## src/rtl/spin_pkg.sv

```systemverilog
// -----------------------------------------------------------------------------
// spin_pkg
// Shared types and helpers for the spinner job sequencer.
//   word_t  : 32-bit data word handled by the spinner
//   amt_t   : 5-bit right-rotate amount
//   state_t : sequencer FSM states
//   rotr()  : right rotate, used by the optional self-check (SPIN_CHECK_EN)
// -----------------------------------------------------------------------------
package spin_pkg;

    localparam int WORD_W = 32;

    typedef logic [WORD_W-1:0] word_t;
    typedef logic [4:0]        amt_t;

    typedef enum logic [2:0] {
        IDLE = 3'd0,
        LOAD = 3'd1,
        ROT  = 3'd2,
        GAP  = 3'd3,
        CAPT = 3'd4,
        HOLD = 3'd5
    } state_t;

    // A shift by 32 yields zero, so amount 0 returns d unchanged.
    function automatic word_t rotr(input word_t d, input amt_t a);
        return (d >> a) | (d << (6'd32 - {1'b0, a}));
    endfunction

endpackage

```

## src/rtl/spin_job_sequencer.sv

```systemverilog
// -----------------------------------------------------------------------------
// spin_job_sequencer
// Command stage in front of the 32-bit spinner (rotate-right barrel stage with
// registered input, registered output and a registered spin feedback flag).
// Takes one rotate job {data, amount, repeat count N} at a time, chains N
// rotations through the spinner feedback loop (two cycles per pass) and
// returns the final word on a valid/ready result port.
//
// Ports:
//   clock, reset              single clock, synchronous active-high reset
//   job_valid/job_ready       job handshake (ready only while idle)
//   job_data/amount/rep       word, per-pass rotate amount, pass count N
//   res_valid/res_ready       result handshake, result held until accepted
//   res_data                  rotated word
//   sp_din/sp_spin/sp_amount  drive pins of the spinner
//   sp_dout                   spinner output
//   res_err                   self-check mismatch flag
//
// Build option: define SPIN_CHECK_EN to latch a reference result at accept
// and compare it against the spinner output at capture time. Without it
// res_err is tied low and no reference logic exists.
// -----------------------------------------------------------------------------
module spin_job_sequencer
    import spin_pkg::*;
#(
    parameter int REP_W = 4
) (
    input  logic             clock,
    input  logic             reset,
    input  logic             job_valid,
    output logic             job_ready,
    input  logic [31:0]      job_data,
    input  logic [4:0]       job_amount,
    input  logic [REP_W-1:0] job_rep,
    output logic             res_valid,
    input  logic             res_ready,
    output logic [31:0]      res_data,
    output logic [31:0]      sp_din,
    output logic             sp_spin,
    output logic [4:0]       sp_amount,
    input  logic [31:0]      sp_dout,
    output logic             res_err
);

    state_t           state, state_nxt;
    word_t            d_q;
    amt_t             a_q;
    logic [REP_W-1:0] n_q;
    logic [REP_W-1:0] k_q;
    logic             accept;
    amt_t             a_eff;
    logic [REP_W-1:0] n_eff;

    // N=0 runs as a single pass with a zero amount, so the word comes back as is.
    assign a_eff = (job_rep == '0) ? '0 : job_amount;
    assign n_eff = (job_rep == '0) ? REP_W'(1) : job_rep;

    always_ff @(posedge clock) begin
        if (reset) begin
            state    <= IDLE;
            k_q      <= '0;
            res_data <= '0;
        end else begin
            state <= state_nxt;
            if (state == LOAD)
                k_q <= REP_W'(1);
            else if (state == GAP)
                k_q <= k_q + REP_W'(1);
            if (state == CAPT)
                res_data <= sp_dout;
        end
    end

    // Job operands only matter after an accept, so they carry no reset.
    always_ff @(posedge clock) begin
        if (accept) begin
            d_q <= job_data;
            a_q <= a_eff;
            n_q <= n_eff;
        end
    end

    // Spinner pins depend only on state and latched job registers.
    always_comb begin
        state_nxt = state;
        accept    = 1'b0;
        job_ready = 1'b0;
        res_valid = 1'b0;
        sp_din    = '0;
        sp_spin   = 1'b0;
        sp_amount = '0;
        unique case (state)
            IDLE: begin
                job_ready = 1'b1;
                if (job_valid) begin
                    accept    = 1'b1;
                    state_nxt = LOAD;
                end
            end
            // spin was low in IDLE, so the spinner takes din at this edge.
            LOAD: begin
                sp_din    = d_q;
                state_nxt = ROT;
            end
            // Raising spin here makes the spinner feed dout back to its input
            // at the end of the following GAP cycle.
            ROT: begin
                sp_amount = a_q;
                sp_spin   = (k_q < n_q);
                state_nxt = (k_q < n_q) ? GAP : CAPT;
            end
            GAP: begin
                state_nxt = ROT;
            end
            CAPT: begin
                state_nxt = HOLD;
            end
            HOLD: begin
                res_valid = 1'b1;
                if (res_ready)
                    state_nxt = IDLE;
            end
            default: begin
                state_nxt = IDLE;
            end
        endcase
    end

`ifdef SPIN_CHECK_EN
    word_t ref_q;
    logic  err_q;

    // Only the low five bits of A*N matter for a 32-bit rotate.
    always_ff @(posedge clock) begin
        if (accept)
            ref_q <= rotr(job_data, amt_t'(a_eff * n_eff));
    end

    always_ff @(posedge clock) begin
        if (reset)
            err_q <= 1'b0;
        else if (state == CAPT)
            err_q <= (sp_dout != ref_q);
    end

    assign res_err = err_q;
`else
    assign res_err = 1'b0;
`endif

endmodule

```

## config.mk

```make
export PLATFORM = sky130hd
export DESIGN_NAME = spin_job_sequencer
export DESIGN_NICKNAME = d
export VERILOG_FILES = /design/src/rtl/spin_pkg.sv /design/src/rtl/spin_job_sequencer.sv
export SDC_FILE = /design/constraint.sdc
export NUM_CORES = 1
export LEC_CHECK = 0
export CAP_MARGIN = 20
export CORE_MARGIN = 5
export CORE_UTILIZATION = 44
export CTS_CLUSTER_SIZE = 25
export DETAILED_ROUTE_END_ITERATION = 10
export PLACE_DENSITY = 0.88
export SYNTH_ARGS = -nofsm -noshare
export SYNTH_HDL_FRONTEND = slang
export SYNTH_SLANG_ARGS = --single-unit
```

## constraint.sdc

```tcl
create_clock -name clock -period 3.05 [get_ports clock]
set_input_delay 0.61 -clock clock [delete_from_list [all_inputs] [get_ports clock]]
set_output_delay 0.61 -clock clock [all_outputs]
set_load 0.005 [all_outputs]
```

==> summary by stage, run 1 <==
Synthesis
The largest area contributor in the netlist is sky130_fd_sc_hd__edfxtp_1. The dominant combinational cell family by area after synthesis is simple AND/OR/NAND/NOR gates. Of the post-synthesis cell area, the part taken by muxes is 0%.

The count of different cell masters after synthesis is 36. In the synthesized netlist, the number of instances is 294. The synthesized netlist devotes 0% of its cell area to XOR and XNOR gates. By area the synthesized netlist is led by sky130_fd_sc_hd__edfxtp_1, sky130_fd_sc_hd__dfxtp_1, sky130_fd_sc_hd__nand2_1, sky130_fd_sc_hd__and2_1, sky130_fd_sc_hd__a21oi_1. The post-synthesis sequential element count is 80. In the post-synthesis netlist, the cell with the most instances is sky130_fd_sc_hd__nand2_1.

Ranked by instance count, the synthesized netlist is headed by sky130_fd_sc_hd__nand2_1, sky130_fd_sc_hd__edfxtp_1, sky130_fd_sc_hd__and2_1. The synthesized area is ~3200 um2. The mean post-synth cell area is between 10 and 15 um2. The adder-cell area share of the yosys netlist is about 1.6%.

For this run, the number of Yosys warnings is 0. After synthesis, the largest area contributor takes up 39.0% of total cell area. The synthesized netlist devotes around 22% of its cell area to simple gates. In the synthesized netlist the dominant register cell turns out to be sky130_fd_sc_hd__edfxtp_1. Counting flops with a built-in enable in the synthesized netlist gives between 40 and 50. Summing the areas of all compound-gate instances in the mapped netlist gives slightly below 8% of the synthesized area.

Summing the sequential cell areas from Yosys gives a little under two thirds of the chip area. The number of nets in the synthesized netlist is 375. Of all flip-flops after synthesis, the portion carrying an async set or reset was 0%.

Clocking
The source-to-sink clock delay at the later pin of the worst-skew pair is approximately 0.34 ns. In this run, post-CTS hold repair placed 0 buffers. The H-tree generated during clock tree synthesis spans 3 levels. The count of buffers added by post-CTS timing repair for setup is 0. The number of buffers added by the clock tree synthesis step is 9. The clock tree buffer depth is 2. The number of gates given a new drive strength after cts is 0.

The TritonCTS clock tree is done. The clock-pin transition on the worst setup and hold timing paths is 0.08 ns. The cell at the root of the clock tree is sky130_fd_sc_hd__clkbuf_8. Counting every sink on the clock net gives 80.

Floorplan
The die height is about 95 um. The number of placed I/O pins is 150. The number of core rows is 30. The die boundary width is between 90 and 100 um.

The starting density of the core is between 40% and 50%. The area of the core region is between 6000 and 7000 um2. The die covers between 8000 and 9000 um2.

Layout
For this run, the number of standard cells in the final layout without fillers is roughly 540. The summed area of non-filler cells in the final layout is between 4000 and 5000 um2. The fraction of final layout cells sized beyond drive strength 1 is 6.12%.

The number of antenna diodes is 0. For this run, the post-layout net count is 517. The fill cell total of the finished layout is 507. The area growth from synthesis to layout is 55.2%.

Power
The standby leakage power is 1.72 nW. The internal power of the cells totals ~2 mW. After layout, the design draws a total of roughly 2.6 mW. Combinational logic is responsible for between 10% and 20% of the overall power.

IR analysis of the VDD net gives a maximum drop of 0.365 mV. The relative contribution of the clock network to total power is 31.8%. The proportion of power drawn by flip-flops and latches is about 50%. The net switching component of the power is 0.597 mW. The switching portion of total power is between 20% and 30%.

The power density over the cells is around 530 nW/um2.

Global routing
The number of antenna violations at the first check in global routing is 0. The number of global-route vias before repair is 2485. For met3 alone, demand over resource in global routing was 4.46%. The leftover overflow at the end of global routing is 0. The global routing usage on met2 is around 33%. The total routing resource utilization after global routing is roughly 18%. The most used routing layer in global routing is met2. The first global-routing pass estimated roughly 12000 um of wire. Entering global routing, the biggest net connects 42 pins. Global routing used between 10% and 20% of the available met1 tracks.

Detailed routing
The remaining antenna violation count is 0. The final routed wire length divided by cell count is around 15 um. After detailed routing, the number of vias per cell comes to about 4.8.

The pre-antenna-repair detailed-routing pass consisted of 4 iterations. The number of design-rule violations left by the first detailed-router iteration is 98. The detailed router placed 2572 vias in this run. For this run, design rule violations remaining after detail routing come to 0. After detailed routing, the total wire length is ~7900 um.

Setup path
The worst register-to-register path ends at res_data[28]. STA classifies the critical path endpoint as an output pin. The largest fanout on the critical path is 3.

The worst reg2reg path startpoint is state[1]. The worst endpoint data arrival time is roughly 2.1 ns. STA classifies the critical path startpoint as a flip-flop. The critical path startpoint is n_q[1]. For the worst setup path, the data required time is approximately 2.4 ns.

The worst register-to-register path has a setup slack of around 1.2 ns. The depth of the worst register-to-register path is 4. The worst setup path is of the reg -> out kind.

Timing
The peak clock frequency supported by timing is roughly 0.36 GHz. The total count of hold-check failures in the final report is 0. The largest clock skew in the final design is about 0.0056 ns. After routing, the total negative slack on setup checks comes to 0 ns.

The final cycle utilization of the critical path is about nine tenths. The clock period minus final worst setup slack is 2.74 ns. At the pin with the least slew margin, the transition time is ~1 ns. Measured against its own limit, the worst slew margin works out to about a third. Setup violations remaining at the end of the flow were counted as 0. The number of max-slew violations in the final report came to 0. Setup repair after global routing left no endpoint under its margin.

After layout, the worst setup slack is ~0.31 ns.

Place
Input and output buffers added on the ports amount to ~150. The placer's final routability congestion estimate is just under 0.8. Counting tap cells, the placed design contains a total of 520 instances. In this run the cell area measured after placement is approximately 4700 um2. Timing analysis after detailed placement gives a worst setup slack of between 0.6 and 0.7 ns. Summed over all nets, the half-perimeter wirelength after detailed placement is 5950 um.

Flow run
The total of max-cap violations is 0.

Outcome
The run finished with clean final reports.

Worst hold path
For hold timing, the worst endpoint is res_data[4]. The instance count along the most critical hold path is 2. In this run the most critical hold path is launched from res_data[4].

The worst hold-check path type is reg -> reg.
==> routing by layer <==
metal,wire length [um],vias up
li1,-,1263
met3,486,22
met4,252,0
met5,0,-
met1,2870,1208
met2,4300,79
==> logic make-up (layout without fill, tap and decap cells) <==
kind of cell,Yosys count,in the layout
buf+inv,25,172
simple gates,137,137
fa+ha+maj,4,4
flops,80,80
other cells,1,1
compound gates,47,47
==> worst max-delay path, stage by stage, from the launching register on <==
cell,delay [ns]
sky130_fd_sc_hd__edfxtp_1,0.37
sky130_fd_sc_hd__inv_1,0.06
sky130_fd_sc_hd__ha_1,0.22
sky130_fd_sc_hd__o211ai_1,0.16
sky130_fd_sc_hd__o21ai_1,0.14
sky130_fd_sc_hd__nor4b_2,0.28
sky130_fd_sc_hd__clkdlybuf4s50_1,0.58
==> cell type report <==
| type | count | area [um2] | share of cell area, % |
|---|---|---|---|
| clock buffers | 11 | 163 | 3.32 |
| flip-flops and latches | 80 | 2010 | 41.1 |
| well taps | 96 | 120 | 2.45 |
| repair buffers | 152 | 1530 | 31.3 |
| multi-input cells | 189 | 1000 | 20.5 |
| inverters | 4 | 15.0 | 0.307 |
| clock inverters | 5 | 51.3 | 1.05 |
==> cells in the final DEF (no fill, tap or decap), types with 2 or more instances in the layout <==
master / count
sky130_fd_sc_hd__dfxtp_1: 39
sky130_fd_sc_hd__nor2b_1: 4
sky130_fd_sc_hd__nand2_1: 71
sky130_fd_sc_hd__buf_4: 3
sky130_fd_sc_hd__edfxtp_1: 41
sky130_fd_sc_hd__and2b_1: 3
sky130_fd_sc_hd__nand3b_1: 2
sky130_fd_sc_hd__inv_1: 4
sky130_fd_sc_hd__nand3_1: 2
sky130_fd_sc_hd__a21oi_1: 37
sky130_fd_sc_hd__nor3_1: 2
sky130_fd_sc_hd__ha_1: 4
sky130_fd_sc_hd__and2_1: 39
sky130_fd_sc_hd__nor2_2: 2
sky130_fd_sc_hd__nor2_1: 2
sky130_fd_sc_hd__o21ai_0: 4
sky130_fd_sc_hd__clkinv_2: 3
sky130_fd_sc_hd__clkbuf_8: 10
sky130_fd_sc_hd__clkdlybuf4s50_1: 148
==> registers in the layout (all words and copies together) (netlist names) <==
signal and flops:
a_q 5, d_q 32, n_q 4, state 3
k_q 4, res_data 32
==> power by group through the flow <==
stage	registers, mW	logic [mW]	clock network (mW)
6_report	1.28	0.477	0.817
3_5_place_dp	1.30	0.481	0
2_1_floorplan	1.28	0.206	0
4_1_cts	1.28	0.484	0.835
5_1_grt	1.29	0.519	0.878
3_3_place_gp	1.30	0.468	0
==> metrics by stage <==
stage | hold WS [ns] | util [%]
final | 0.455 | 71.3
after floorplan | 0.453 | -
after CTS | 0.458 | 70.9
after global routing | 0.479 | 71.3
after detailed placement | 0.446 | 67.7
after global placement | 0.441 | 67.7
==> worst max-delay path by stage <==
stage / end / slack [ns]
floorplan: a_q[0] / 0.86
global placement: sp_spin / 0.69
CTS: sp_spin / 0.28
global route: sp_spin / 0.11
detailed placement: sp_spin / 0.66
finish: sp_spin / 0.31
(Power assumes the default switching activity.)
==> run 2, diff against run 1 <==
--- a/config.mk
+++ b/config.mk
@@ -10,6 +10,7 @@
 export CORE_UTILIZATION = 44
 export CTS_CLUSTER_SIZE = 25
 export DETAILED_ROUTE_END_ITERATION = 10
+export GPL_TIMING_DRIVEN = 1
 export PLACE_DENSITY = 0.88
 export SYNTH_ARGS = -nofsm -noshare
 export SYNTH_HDL_FRONTEND = slang
==> results of run 2 <==
No change in the layout: final DEF, timing and power equal those of run 1.
==> run 3, diff against run 2 <==
--- a/config.mk
+++ b/config.mk
@@ -7,11 +7,11 @@
 export LEC_CHECK = 0
 export CAP_MARGIN = 20
 export CORE_MARGIN = 5
-export CORE_UTILIZATION = 44
+export CORE_UTILIZATION = 40
 export CTS_CLUSTER_SIZE = 25
 export DETAILED_ROUTE_END_ITERATION = 10
 export GPL_TIMING_DRIVEN = 1
-export PLACE_DENSITY = 0.88
+export PLACE_DENSITY = 0.82
 export SYNTH_ARGS = -nofsm -noshare
 export SYNTH_HDL_FRONTEND = slang
 export SYNTH_SLANG_ARGS = --single-unit
==> run 3 against run 2 <==
Effect of this change:
- combinational power about the same
- critical path depth stayed put
- count of clock-buffer cells in the layout is 2 lower
- global-route usage fell by 1.6 points
- final area about the same
- register-to-register slack better by 0.05 ns
- non-clock buffer count grew 1
- routed wire length decreased by 2.8%
- worst hold slack better by 0.00090 ns
- critical path type unchanged
- clock power down 6.9%
- final cell count is 1.3% higher
- first-iteration DRC count down 8.2%
==> summary by stage, run 3 (same netlist as run 1, synthesis figures left out) <==
Outcome
The flow ran to the end, and the final reports show no timing, DRC or antenna violations.

Clocking
The source-to-sink clock delay at the later pin of the worst-skew pair is ~0.34 ns. The cell sitting at the root of the clock tree is a sky130_fd_sc_hd__clkbuf_8. The clock tree synthesis step divided the H-tree into 3 levels. The tree built by TritonCTS fans out to 80 sinks.

The clock tree buffer depth is 2. The count of buffers added by post-CTS timing repair for setup is 0. TritonCTS built the clock tree. The number of hold buffers added after CTS was 0. After clock tree synthesis, the clock-pin slew on the worst setup and hold paths is 0.08 ns. The number of buffers added by the clock tree synthesis step is 9.

The number of gates given a new drive strength after cts is 0.

Detailed routing
The first detailed-routing pass ran for 4 iterations. Wires add up to ~7700 um. The remaining antenna violation count is 0. For this block, the initial DRC count from the detailed router was 90. Detailed routing inserted a total of 2502 vias. Dividing the detail-routed wire length by the instance count gives 14.1 um. The via-per-instance ratio is between 4 and 5. The residual DRC count is 0.

Timing
The clock period minus final worst setup slack is approximately 2.8 ns. For the final routed database, the setup TNS stands at 0 ns. The slew at the pin closest to its max-slew limit is just under 0.8 ns.

The largest clock skew in the final design is approximately 0.010 ns. The final number of setup-violating endpoints is 0. The worst pin sits at a relative slew slack of between 40% and 50%. Setup repair after global routing left no endpoint under its margin. The final cycle utilization of the critical path is about nine tenths. Static timing analysis puts the maximum clock frequency at 0.358 GHz.

On the final layout, the worst hold slack is 0.456 ns. The total count of hold-check failures in the final report was 0. The number of max-slew violations in the final report is 0. The smallest setup slack after layout is about 0.26 ns.

Setup path
STA classifies the critical path endpoint as an output pin. The start-to-end type of the worst setup path is reg -> out. The worst setup path is launched from a flip-flop.

The worst endpoint data arrival time is approximately 2.2 ns. The required time of the critical path is approximately 2.4 ns. The largest fanout on the critical path is 3.

Floorplan
The die boundary width is between 90 and 100 um. Once the floorplan was initialized, standard cells occupied between 40% and 50% of the core. In this run the count of I/O pins placed on the die edge is 150. The die area is 9760 um2. Row generation in the floorplan step produced 32 rows. In this run the standard cell core region covers approximately 7700 um2. The die height is between 90 and 100 um.

Power
Per report_power, the clock group accounts for between 30 and 40% of the total. The design draws around 2.5 mW. The internal power is ~1.9 mW. For this design the static power due to leakage is ~1.7 nW. Net switching is 24.2% of the power. The largest voltage drop on the vdd net is approximately 0.31 mV. The net switching component of the power is between 0.6 and 0.7 mW. Power spread over the standard cell area amounts to 513 nW/um2. Combinational cells account for 18.9% of the total power. In this run, flip-flops and latches consume 50.8% of the power.

Layout
The sequential cells in the finished layout cover a total of about 2000 um2. For this run, the post-layout net count is ~520. The largest registers in the layout are d_q x32, res_data x32, a_q x5. The finished layout holds about 540 standard cells, fillers aside.

The summed area of non-filler cells in the final layout is roughly 4900 um2. After filler insertion, the fill cell instance count of the layout stands at 630. The repair_antennas step left the layout with diodes totalling 0. The top cell types in the final layout, fill and taps aside, are sky130_fd_sc_hd__clkdlybuf4s50_1, sky130_fd_sc_hd__nand2_1, sky130_fd_sc_hd__edfxtp_1, sky130_fd_sc_hd__and2_1, sky130_fd_sc_hd__dfxtp_1. Cells fill 63.7% of the core in the end. The multi-input combinational cells in the finished layout cover a total of around 1000 um2.

The library cell used most frequently in the layout, excluding fill and tap cells, is sky130_fd_sc_hd__clkdlybuf4s50_1. The growth of design area from synthesis to finish is 55.3%. The fraction of final layout cells sized beyond drive strength 1 is under 10%.

Flow run
The tool flagged a number of max-cap violations equal to 0.

Place
The placement-stage worst setup slack is slightly above 0.6 ns. Detailed placement finished with a half-perimeter wire length of 5770 um. Routability-driven placement finished with a final weighted congestion of between 0.7 and 0.8. Summing all placed instances gives a cell area of 4660 um2. The number of placed instances, taps included is around 530. The number of I/O port buffers is between 100 and 150.

Worst hold path
The tightest min-delay check is of the reg -> reg type.

Global routing
Entering global routing, the biggest net connects between 40 and 50 pins. The total overflow left after global routing is 0. The number of antenna violations at the first check in global routing is 0.

Across every metal layer, demand over resource in global routing totals approximately 16%. The first global-routing pass estimated between 10000 and 15000 um of wire. The number of global-route vias before repair is 2606.
==> run 3: critical path, cell delays in order, from the launching register on <==
cell and delay (ns):
sky130_fd_sc_hd__edfxtp_1 0.37, sky130_fd_sc_hd__inv_1 0.06, sky130_fd_sc_hd__ha_1 0.22, sky130_fd_sc_hd__o211ai_1 0.16, sky130_fd_sc_hd__o21ai_1 0.15, sky130_fd_sc_hd__nor4b_2 0.30, sky130_fd_sc_hd__clkdlybuf4s50_1 0.58
==> run 3: worst paths after layout <==
kind / slack [ns] / endpoint / from / depth (start not counted)
setup reg to reg: 1.26 / d_q[22] / state[1] / 3
setup / recovery: 0.26 / sp_spin / n_q[1] / 6
hold reg to reg: 0.46 / res_data[2] / res_data[2] / 2
hold / removal: 0.46 / res_data[2] / res_data[2] / 2
==> run 3: layout make-up <==
class	count	area share (%)
clock inverters	7	1.43
repair buffers	153	31.6
clock buffers	9	2.53
flip-flops and latches	80	41.1
well taps	102	2.61
multi-input cells	189	20.5
inverters	4	0.307
==> run 3: power groups by stage <==
stage	logic [mW]	clock network, mW	registers [mW]
2_1_floorplan	0.206	0	1.28
5_1_grt	0.515	0.845	1.29
3_3_place_gp	0.468	0	1.30
3_5_place_dp	0.478	0	1.30
4_1_cts	0.481	0.782	1.28
6_report	0.474	0.761	1.28
==> run 3: routing by layer <==
metal / global-route usage (%) / vias up / routed length (um)
li1: - / 1260 / -
met1: 16.8 / 1159 / 2960
met2: 29.0 / 71 / 4080
met3: 4.74 / 12 / 502
met4: 7.25 / 0 / 155
met5: 0 / - / 0
